## src/rtl/periph_pkg.sv

```systemverilog
`default_nettype none
// ---------------------------------------------------------------------------
// Module  : periph_pkg
// Brief   : Shared register offsets, types and defaults for CPU peripherals.
// Revision: 1.0 - initial release
// ---------------------------------------------------------------------------
package periph_pkg;

  localparam logic [1:0] BTN_STATE_OFS = 2'd0;
  localparam logic [1:0] BTN_EVENT_OFS = 2'd1;
  localparam logic [1:0] BTN_IRQEN_OFS = 2'd2;

  localparam int DEFAULT_DEBOUNCE_CYCLES = 100000;

  typedef logic [31:0] btn_reg_t;

endpackage
`default_nettype wire

```

## src/rtl/btn_debounce_ch.sv

```systemverilog
`default_nettype none
// ---------------------------------------------------------------------------
// Module  : btn_debounce_ch
// Brief   : One button channel: 2-FF synchroniser, debounce counter, stable
//           level and a one-cycle pulse on each stable rising edge.
// Revision: 1.0 - initial release
// ---------------------------------------------------------------------------
module btn_debounce_ch
  import periph_pkg::*;
#(
  parameter int DEBOUNCE_CYCLES = DEFAULT_DEBOUNCE_CYCLES
) (
  input  logic clk_i,
  input  logic rst_ni,
  input  logic btn_i,
  output logic stable_o,
  output logic rise_o
);

  localparam int              CNT_W  = $clog2(DEBOUNCE_CYCLES);
  localparam logic [CNT_W-1:0] C_TERM = CNT_W'(DEBOUNCE_CYCLES - 1);

  logic             r_sync1;
  logic             r_sync2;
  logic             r_stable;
  logic             r_stable_d;
  logic [CNT_W-1:0] r_cnt;

  // Any return to the stable level restarts the count, so bounces never accumulate.
  always_ff @(posedge clk_i or negedge rst_ni) begin
    if (!rst_ni) begin
      r_sync1    <= 1'b0;
      r_sync2    <= 1'b0;
      r_stable   <= 1'b0;
      r_stable_d <= 1'b0;
      r_cnt      <= '0;
    end else begin
      r_sync1    <= btn_i;
      r_sync2    <= r_sync1;
      r_stable_d <= r_stable;
      if (r_sync2 == r_stable) begin
        r_cnt <= '0;
      end else if (r_cnt == C_TERM) begin
        r_stable <= r_sync2;
        r_cnt    <= '0;
      end else begin
        r_cnt <= r_cnt + CNT_W'(1);
      end
    end
  end

  assign stable_o = r_stable;
  assign rise_o   = r_stable & ~r_stable_d;

endmodule
`default_nettype wire

```

## src/rtl/periph_btn_input.sv

```systemverilog
`default_nettype none
// ---------------------------------------------------------------------------
// Module  : periph_btn_input
// Brief   : Memory-mapped debounced button peripheral with sticky press
//           events (W1C), per-button interrupt enables and a level IRQ.
// Revision: 1.0 - initial release
// ---------------------------------------------------------------------------
module periph_btn_input
  import periph_pkg::*;
#(
  parameter int N_BTN           = 4,
  parameter int DEBOUNCE_CYCLES = DEFAULT_DEBOUNCE_CYCLES
) (
  input  logic             clk_i,
  input  logic             rst_ni,
  input  logic [N_BTN-1:0] btn_i,
  input  logic             sel_i,
  input  logic             we_i,
  input  logic             re_i,
  input  logic [1:0]       addr_i,
  input  logic [31:0]      wdata_i,
  output logic [31:0]      rdata_o,
  output logic             irq_o
);

  logic [N_BTN-1:0] w_stable;
  logic [N_BTN-1:0] w_rise;
  logic [N_BTN-1:0] w_clr;
  logic             w_wr;
  logic             w_rd;
  btn_reg_t         w_rdata;
  logic             w_unused;

  logic [N_BTN-1:0] r_event;
  logic [N_BTN-1:0] r_irqen;
  btn_reg_t         r_rdata;
  logic             r_irq;

  generate
    for (genvar i = 0; i < N_BTN; i++) begin : g_ch
      btn_debounce_ch #(
        .DEBOUNCE_CYCLES(DEBOUNCE_CYCLES)
      ) u_ch (
        .clk_i   (clk_i),
        .rst_ni  (rst_ni),
        .btn_i   (btn_i[i]),
        .stable_o(w_stable[i]),
        .rise_o  (w_rise[i])
      );
    end
  endgenerate

  assign w_wr     = sel_i & we_i;
  assign w_rd     = sel_i & re_i;
  assign w_clr    = (w_wr && (addr_i == BTN_EVENT_OFS)) ? wdata_i[N_BTN-1:0] : '0;
  assign w_unused = ^wdata_i[31:N_BTN];

  // Read mux sees pre-write register values, so a same-cycle write is not visible.
  always_comb begin
    w_rdata = '0;
    case (addr_i)
      BTN_STATE_OFS: w_rdata[N_BTN-1:0] = w_stable;
      BTN_EVENT_OFS: w_rdata[N_BTN-1:0] = r_event;
      BTN_IRQEN_OFS: w_rdata[N_BTN-1:0] = r_irqen;
      default:       w_rdata = '0;
    endcase
  end

  always_ff @(posedge clk_i or negedge rst_ni) begin
    if (!rst_ni) begin
      r_event <= '0;
      r_irqen <= '0;
      r_rdata <= '0;
      r_irq   <= 1'b0;
    end else begin
      // Set after clear: a press coinciding with a W1C write is never lost.
      r_event <= (r_event & ~w_clr) | w_rise;
      if (w_wr && (addr_i == BTN_IRQEN_OFS)) begin
        r_irqen <= wdata_i[N_BTN-1:0];
      end
      if (w_rd) begin
        r_rdata <= w_rdata;
      end
      r_irq <= |(r_event & r_irqen);
    end
  end

  assign rdata_o = r_rdata;
  assign irq_o   = r_irq;

endmodule
`default_nettype wire

```

## config.mk

```make
export PLATFORM = sky130hd
export DESIGN_NAME = periph_btn_input
export DESIGN_NICKNAME = d
export VERILOG_FILES = /design/src/rtl/periph_pkg.sv /design/src/rtl/btn_debounce_ch.sv /design/src/rtl/periph_btn_input.sv
export SDC_FILE = /design/constraint.sdc
export NUM_CORES = 1
export LEC_CHECK = 0
export BUFFER_PORTS_ARGS = -buffer_cell sky130_fd_sc_hd__buf_2
export CELL_PAD_IN_SITES_DETAIL_PLACEMENT = 0
export CELL_PAD_IN_SITES_GLOBAL_PLACEMENT = 1
export CORE_MARGIN = 2
export CORE_UTILIZATION = 44
export DETAILED_ROUTE_END_ITERATION = 8
export PLACE_DENSITY_LB_ADDON = 0.1
export SYNTH_ARGS = -nofsm -noshare
export SYNTH_HDL_FRONTEND = slang
export SYNTH_SLANG_ARGS = --single-unit
```

## constraint.sdc

```tcl
create_clock -name clk_i -period 2.3 [get_ports clk_i]
set_clock_uncertainty 0.15 [all_clocks]
set_input_delay 0.575 -clock clk_i [delete_from_list [all_inputs] [get_ports clk_i]]
set_output_delay 0.575 -clock clk_i [all_outputs]
set_load 0.03 [all_outputs]
```

======== After elaboration in Yosys (flattened, before gate mapping) ========
Index checks and enable logic that the tools add are counted.
word-level totals
  flip-flop bits (word level) ............. 97
  bits in latches ......................... 0
  bits in writable memories ............... 0
  ROM bits ................................ 0
  input port bits ......................... 43
  logic and storage cells ................. 74
  memories ................................ 0
operators by class
  $add $sub $neg .......................... 4
  $mul .................................... 0
  divide/modulo/power cells ............... 0
  magnitude comparators ................... 0
  equality and inequality tests ........... 10
  shift-type cells ........................ 0
  muxes and demuxes ....................... 10
  bitwise logic cells ..................... 18
  reductions and logical operators ........ 8
operator list
  operator                                              count
  2-to-1 mux 17 bit                                     8
  adder 17 x 1 -> 17 bit (second input constant)        4
  equality test 17 bit (second input constant)          4
  one-hot mux 4 bit (3 select lines)                    1
  bitwise AND 4 bit                                     2
  NOT 1 bit                                             8
  AND reduction 2 bit                                   4
  bitwise AND 1 bit                                     6
  equality test 1 bit                                   4
  2-to-1 mux 4 bit                                      1
  NOT 4 bit                                             1
  bitwise OR 4 bit                                      1
  OR reduction 4 bit                                    1
  equality test 2 x 1 -> 1 bit (second input constant)  1
  equality test 2 bit (second input constant)           1
  logical AND 1 bit                                     2
  zero test 2 bit                                       1

======== Logic depth before layout (Yosys ltp) ========
  word-level depth ........................ 6
  mapped depth ............................ 7
  mapped depth without buffers ............ 5

======== By module ========
Synthesis repeated with hierarchy kept, for this count alone.
second synthesis, totals
  cells, all modules ...................... 455
  area, all modules ....................... 4,868.4 µm²
modules (own cells, without submodules)
  module                              times used  cells an instance  area an instance (µm²)  sequential area each (µm²)
  btn_debounce_ch (g_ch[0].u_ch ...)  3           93                 1,016.0                 525.5
  btn_debounce_ch (g_ch[1].u_ch)      1           93                 972.2                   525.5
  periph_btn_input                    1           83                 848.3                   325.3

======== Worst setup path after synthesis ========
No wires, ideal clock.
  path type ............................... register to register
  from .................................... reg g_ch[2].u_ch.r_cnt[13]
  to ...................................... reg g_ch[2].u_ch.r_cnt[14]
  library setup time ...................... 119 ps
  data arrival time ....................... 1,528 ps
  setup slack ............................. 503 ps
  stages on the path, launching flop included .. 5
  period minus slack after synthesis ...... 1,797 ps
  path through ............................ dfrtp_1 > or4b_1 > o31ai_4 > buf_6 > nor2_1
on the way
  longest elaborated chain between the ends .. 3
  elaborated cells on any way between the ends .. 4
  classes of those cells .................. add/sub (1); eq/ne (1); mux (2)
ends and longest elaborated chain
  item                                                            RTL line                                      source
  from (decl)                                                     btn_debounce_ch.sv:27                         logic [CNT_W-1:0] r_cnt;
  from (signal assigned)                                          btn_debounce_ch.sv:47                         r_cnt <= r_cnt + CNT_W'(1);
  adder 17 x 1 -> 17 bit or equality test 17 bit (tied branches)  btn_debounce_ch.sv:47, btn_debounce_ch.sv:43
  2-to-1 mux 17 bit (*)                                           btn_debounce_ch.sv:43                         end else if (r_cnt == C_TERM) begin
  2-to-1 mux 17 bit (*)                                           btn_debounce_ch.sv:41                         if (r_sync2 == r_stable) begin
Every way passes the cells marked *; elsewhere a longest branch is shown, timed or not.
A chain may end at the register's enable or synchronous reset.

======== Final worst setup path ========
  from .................................... reg g_ch[3].u_ch.r_cnt[0]
  to ...................................... reg g_ch[3].u_ch.r_cnt[16]
on the way
  longest elaborated chain between the ends .. 3
  elaborated cells on any way between the ends .. 4
  classes of those cells .................. add/sub (1); eq/ne (1); mux (2)
ends and longest elaborated chain
  item                                                            RTL line
  from (decl)                                                     btn_debounce_ch.sv:27
  from (signal assigned)                                          btn_debounce_ch.sv:47
  adder 17 x 1 -> 17 bit or equality test 17 bit (tied branches)  btn_debounce_ch.sv:47, btn_debounce_ch.sv:43
  2-to-1 mux 17 bit (*)                                           btn_debounce_ch.sv:43
  2-to-1 mux 17 bit (*)                                           btn_debounce_ch.sv:41
Marks and branches as above.

==> run metrics <==
Req. time, crit path=between 2 and 2.5 ns; chip height=107.1 µm; Reg power frac=about three fifths; Seq/Total Area, Yosys=between 50% and 60%; Std-Cell Rows=37; H-tree Lvls=3; P_leak=~2.1 nW; All-Layer GR Usage=between 10% and 20%; combinational share of power=under 10%; DRT antenna net count=0; DRT Pass-1 Iters=4; P_sw=between 0.8 and 0.9 mW; maximum VDD drop=about 0.0004 V; status=finished, final reports clean; pin count of the biggest net entering global routing=39; worst skew pair latency=0.37 ns; Filler cells=between 900 and 1000; I/O pin count=76; crit path max fanout=15; CTS tree=built; number of flops mapped to enable cells by yosys=0; I/O Buffers=19; Core Region=about 0.010 mm²; via count=~3200; Power Dens Cells=624.4 mW/mm²; crit-path cells=ha_1, and4_1, nand4_1, nand2_1, nor2_1; synthesized area=0.004673 mm²; Crit. End Element=flop; Clock transition at path regs=roughly 0.09 ns; Slowest Stage Delay on Critical Path=approximately 0.47 ns; flops & latches, synth=97; Max-Cap Viols=0; root buffer cell=clkbuf_8; Clock Power Share=32.1%; worst hold path class=input port to flop; initial antenna violation count=1; worst-margin pin slew=approximately 0.54 ns; synthesis-to-layout area growth=7.925%; number of distinct library cells after synthesis=43; hold depth=1; Iter 0 DRT Violations=122; Pwr Total=between 3 and 4 mW; design area=0.005044 mm²; share of cells above drive strength 1=10.84%; RSZ-0062 raised after global routing=false; Nets=~530; Post-Synthesis Cells=around 460; final wirelength=~8400 µm; Initial Util=45.27%; final hold violations=0; max_slew headroom=63.77%; die width=approximately 110 µm; vias per inst=a little over 5; Crit-path slowest cell=nand2_1; dpl ws=between 0.3 and 0.4 ns; Pint=approximately 2.3 mW; Primary FF master, synth=dfrtp_1; total grt overflow=0; Sw Ratio=between 20% and 30%; CTS Buf Count=9; Routed WL per cell=approximately 13 µm; routability cong.=a little under 0.8; setup violators final=0; die area=around 0.011 mm²; asr flop ratio synth=100.0%; Yosys warnings=0; clk sinks=97; Tcrit/Tclk final=84.79%; Avg Cell Area, Syn=~10 µm²; first-pass GRT wire length=between 10000 and 15000 µm; DRC Markers=0; Worst R2R Path Depth=5; post-DP HPWL=5940 µm; fmax=about 510 MHz; Data arrival, critical path=2.02 ns; minimum clock period=1.950 ns; clk buf depth=2; Diodes inserted=0; worst setup margin=0.3498 ns; Worst Setup Start Kind=flop; critical path class=flop to flop; Setup TNS Final=0 ns; vias in the first global route=about 3000; Slew Limit Fails=0; DP Area=0.004863 mm²
[flip-flops by register name, indices dropped and copies added (netlist names)]
register	count
g_ch.u_ch.r_sync1	4
g_ch.u_ch.r_stable_d	4
r_event	4
g_ch.u_ch.stable_o	4
rdata_o	4
r_irqen	4
g_ch.u_ch.r_cnt	68
irq_o	1
g_ch.u_ch.r_sync2	4
[power by group through the flow]
| stage | Sequential [mW] | Clock (mW) | Combinational [mW] |
|---|---|---|---|
| 3_3_place_gp | 1.86 | 0 | 0.305 |
| 5_1_grt | 1.84 | 1.12 | 0.344 |
| 4_1_cts | 1.83 | 1.06 | 0.312 |
| 2_1_floorplan | 1.89 | 0 | 0.205 |
| 6_report | 1.83 | 1.01 | 0.305 |
| 3_5_place_dp | 1.87 | 0 | 0.311 |
[worst paths after layout]
kind,from,end,slack (ns)
max in group asynchronous,rst_ni,g_ch[2].u_ch.r_cnt[1],0.91
hold / removal,btn_i[3],g_ch[3].u_ch.r_sync1,0.16
hold reg to reg,g_ch[0].u_ch.r_sync1,g_ch[0].u_ch.r_sync2,0.20
setup reg to reg,g_ch[3].u_ch.r_cnt[0],g_ch[3].u_ch.r_cnt[16],0.35
min in group asynchronous,rst_ni,g_ch[1].u_ch.r_stable_d,0.54
setup / recovery,g_ch[3].u_ch.r_cnt[0],g_ch[3].u_ch.r_cnt[16],0.35
[repair_timing]
action,in CTS,in global routing
gates resized for setup,0,0
hold buffers,1,0
setup buffers,0,0
hold endpoints to repair,8,0
[metrics by stage]
step / hold slack (ns) / utilization [%] / std cells
2_1_floorplan: 0.1294 / - / 485
3_5_place_dp: 0.1879 / 47.11 / 610
6_report: 0.1610 / 48.85 / 625
3_3_place_gp: 0.1875 / 47.11 / 610
5_1_grt: 0.1386 / 48.85 / 625
4_1_cts: 0.1395 / 48.85 / 625
[critical path: cells and delay by family, from the launching register on]
kind,cells,cell delay [ns]
fa+ha+maj,1,0.23
flops,1,0.39
simple gates,4,1.03
[routing by layer]
layer / up-vias / global-route usage [%] / routed length [µm]
met5: - / 0 / 7
met4: 2 / 4.824 / 70
met3: 8 / 4.620 / 347
met2: 56 / 24.86 / 3823
met1: 1524 / 21.92 / 4167
li1: 1569 / - / -
[cell families (layout without fill, tap and decap cells)]
logic type | count (synthesis) | in the layout | synth area share, %
other cells | 1 | 28 | 0.08024
fa+ha+maj | 4 | 4 | 1.071
xor+xnor | 61 | 61 | 11.43
buf+inv | 51 | 55 | 6.613
simple gates | 209 | 209 | 22.97
mux | 12 | 12 | 2.785
flops | 97 | 97 | 51.94
compound gates | 23 | 23 | 3.106
[final cells by class]
type / count / area, µm² / share of cell area, %
flip-flops and latches: 97 / 2427 / 48.13
repair buffers: 27 / 185.2 / 3.672
clock inverters: 2 / 15.01 / 0.2977
inverters: 14 / 52.55 / 1.042
clock buffers: 12 / 155.1 / 3.076
well taps: 136 / 170.2 / 3.374
multi-input cells: 337 / 2038 / 40.41
[Yosys cell counts, drive strengths merged, types with 3 or more instances]
cell type / count / share of area, %
or3: 6 / 0.91
ha: 4 / 1.1
dfrtp: 97 / 52
a21oi: 11 / 1.2
nand4: 24 / 3.5
o21ai: 8 / 0.94
nor3: 11 / 1.2
xnor2: 43 / 8.1
and2: 3 / 0.40
mux2i: 4 / 0.86
nand2: 30 / 2.4
nand3: 18 / 2.0
inv: 14 / 1.1
and4: 4 / 0.75
mux2: 8 / 1.9
nor4: 24 / 3.2
xor2: 18 / 3.4
nor2: 75 / 6.0
clkbuf: 3 / 0.24
buf: 34 / 5.2
[cells in the final DEF, fill, tap and decap left out, types with 5 or more instances in the layout]
| cell type | netlist | layout |
|---|---|---|
| nand2_1 | 30 | 30 |
| or3_1 | 5 | 5 |
| conb_1 | 1 | 28 |
| nor4_1 | 24 | 24 |
| nand4_1 | 23 | 23 |
| nor3_1 | 11 | 11 |
| o21ai_0 | 7 | 7 |
| buf_2 | 4 | 18 |
| nand3_1 | 17 | 17 |
| nor2_1 | 75 | 75 |
| buf_4 | 28 | 6 |
| xor2_1 | 18 | 18 |
| a21oi_1 | 11 | 11 |
| dfrtp_1 | 97 | 97 |
| clkbuf_8 | 0 | 11 |
| mux2_2 | 8 | 8 |
| xnor2_1 | 43 | 43 |
| inv_1 | 14 | 14 |
Power figures use the tool's default switching activity.
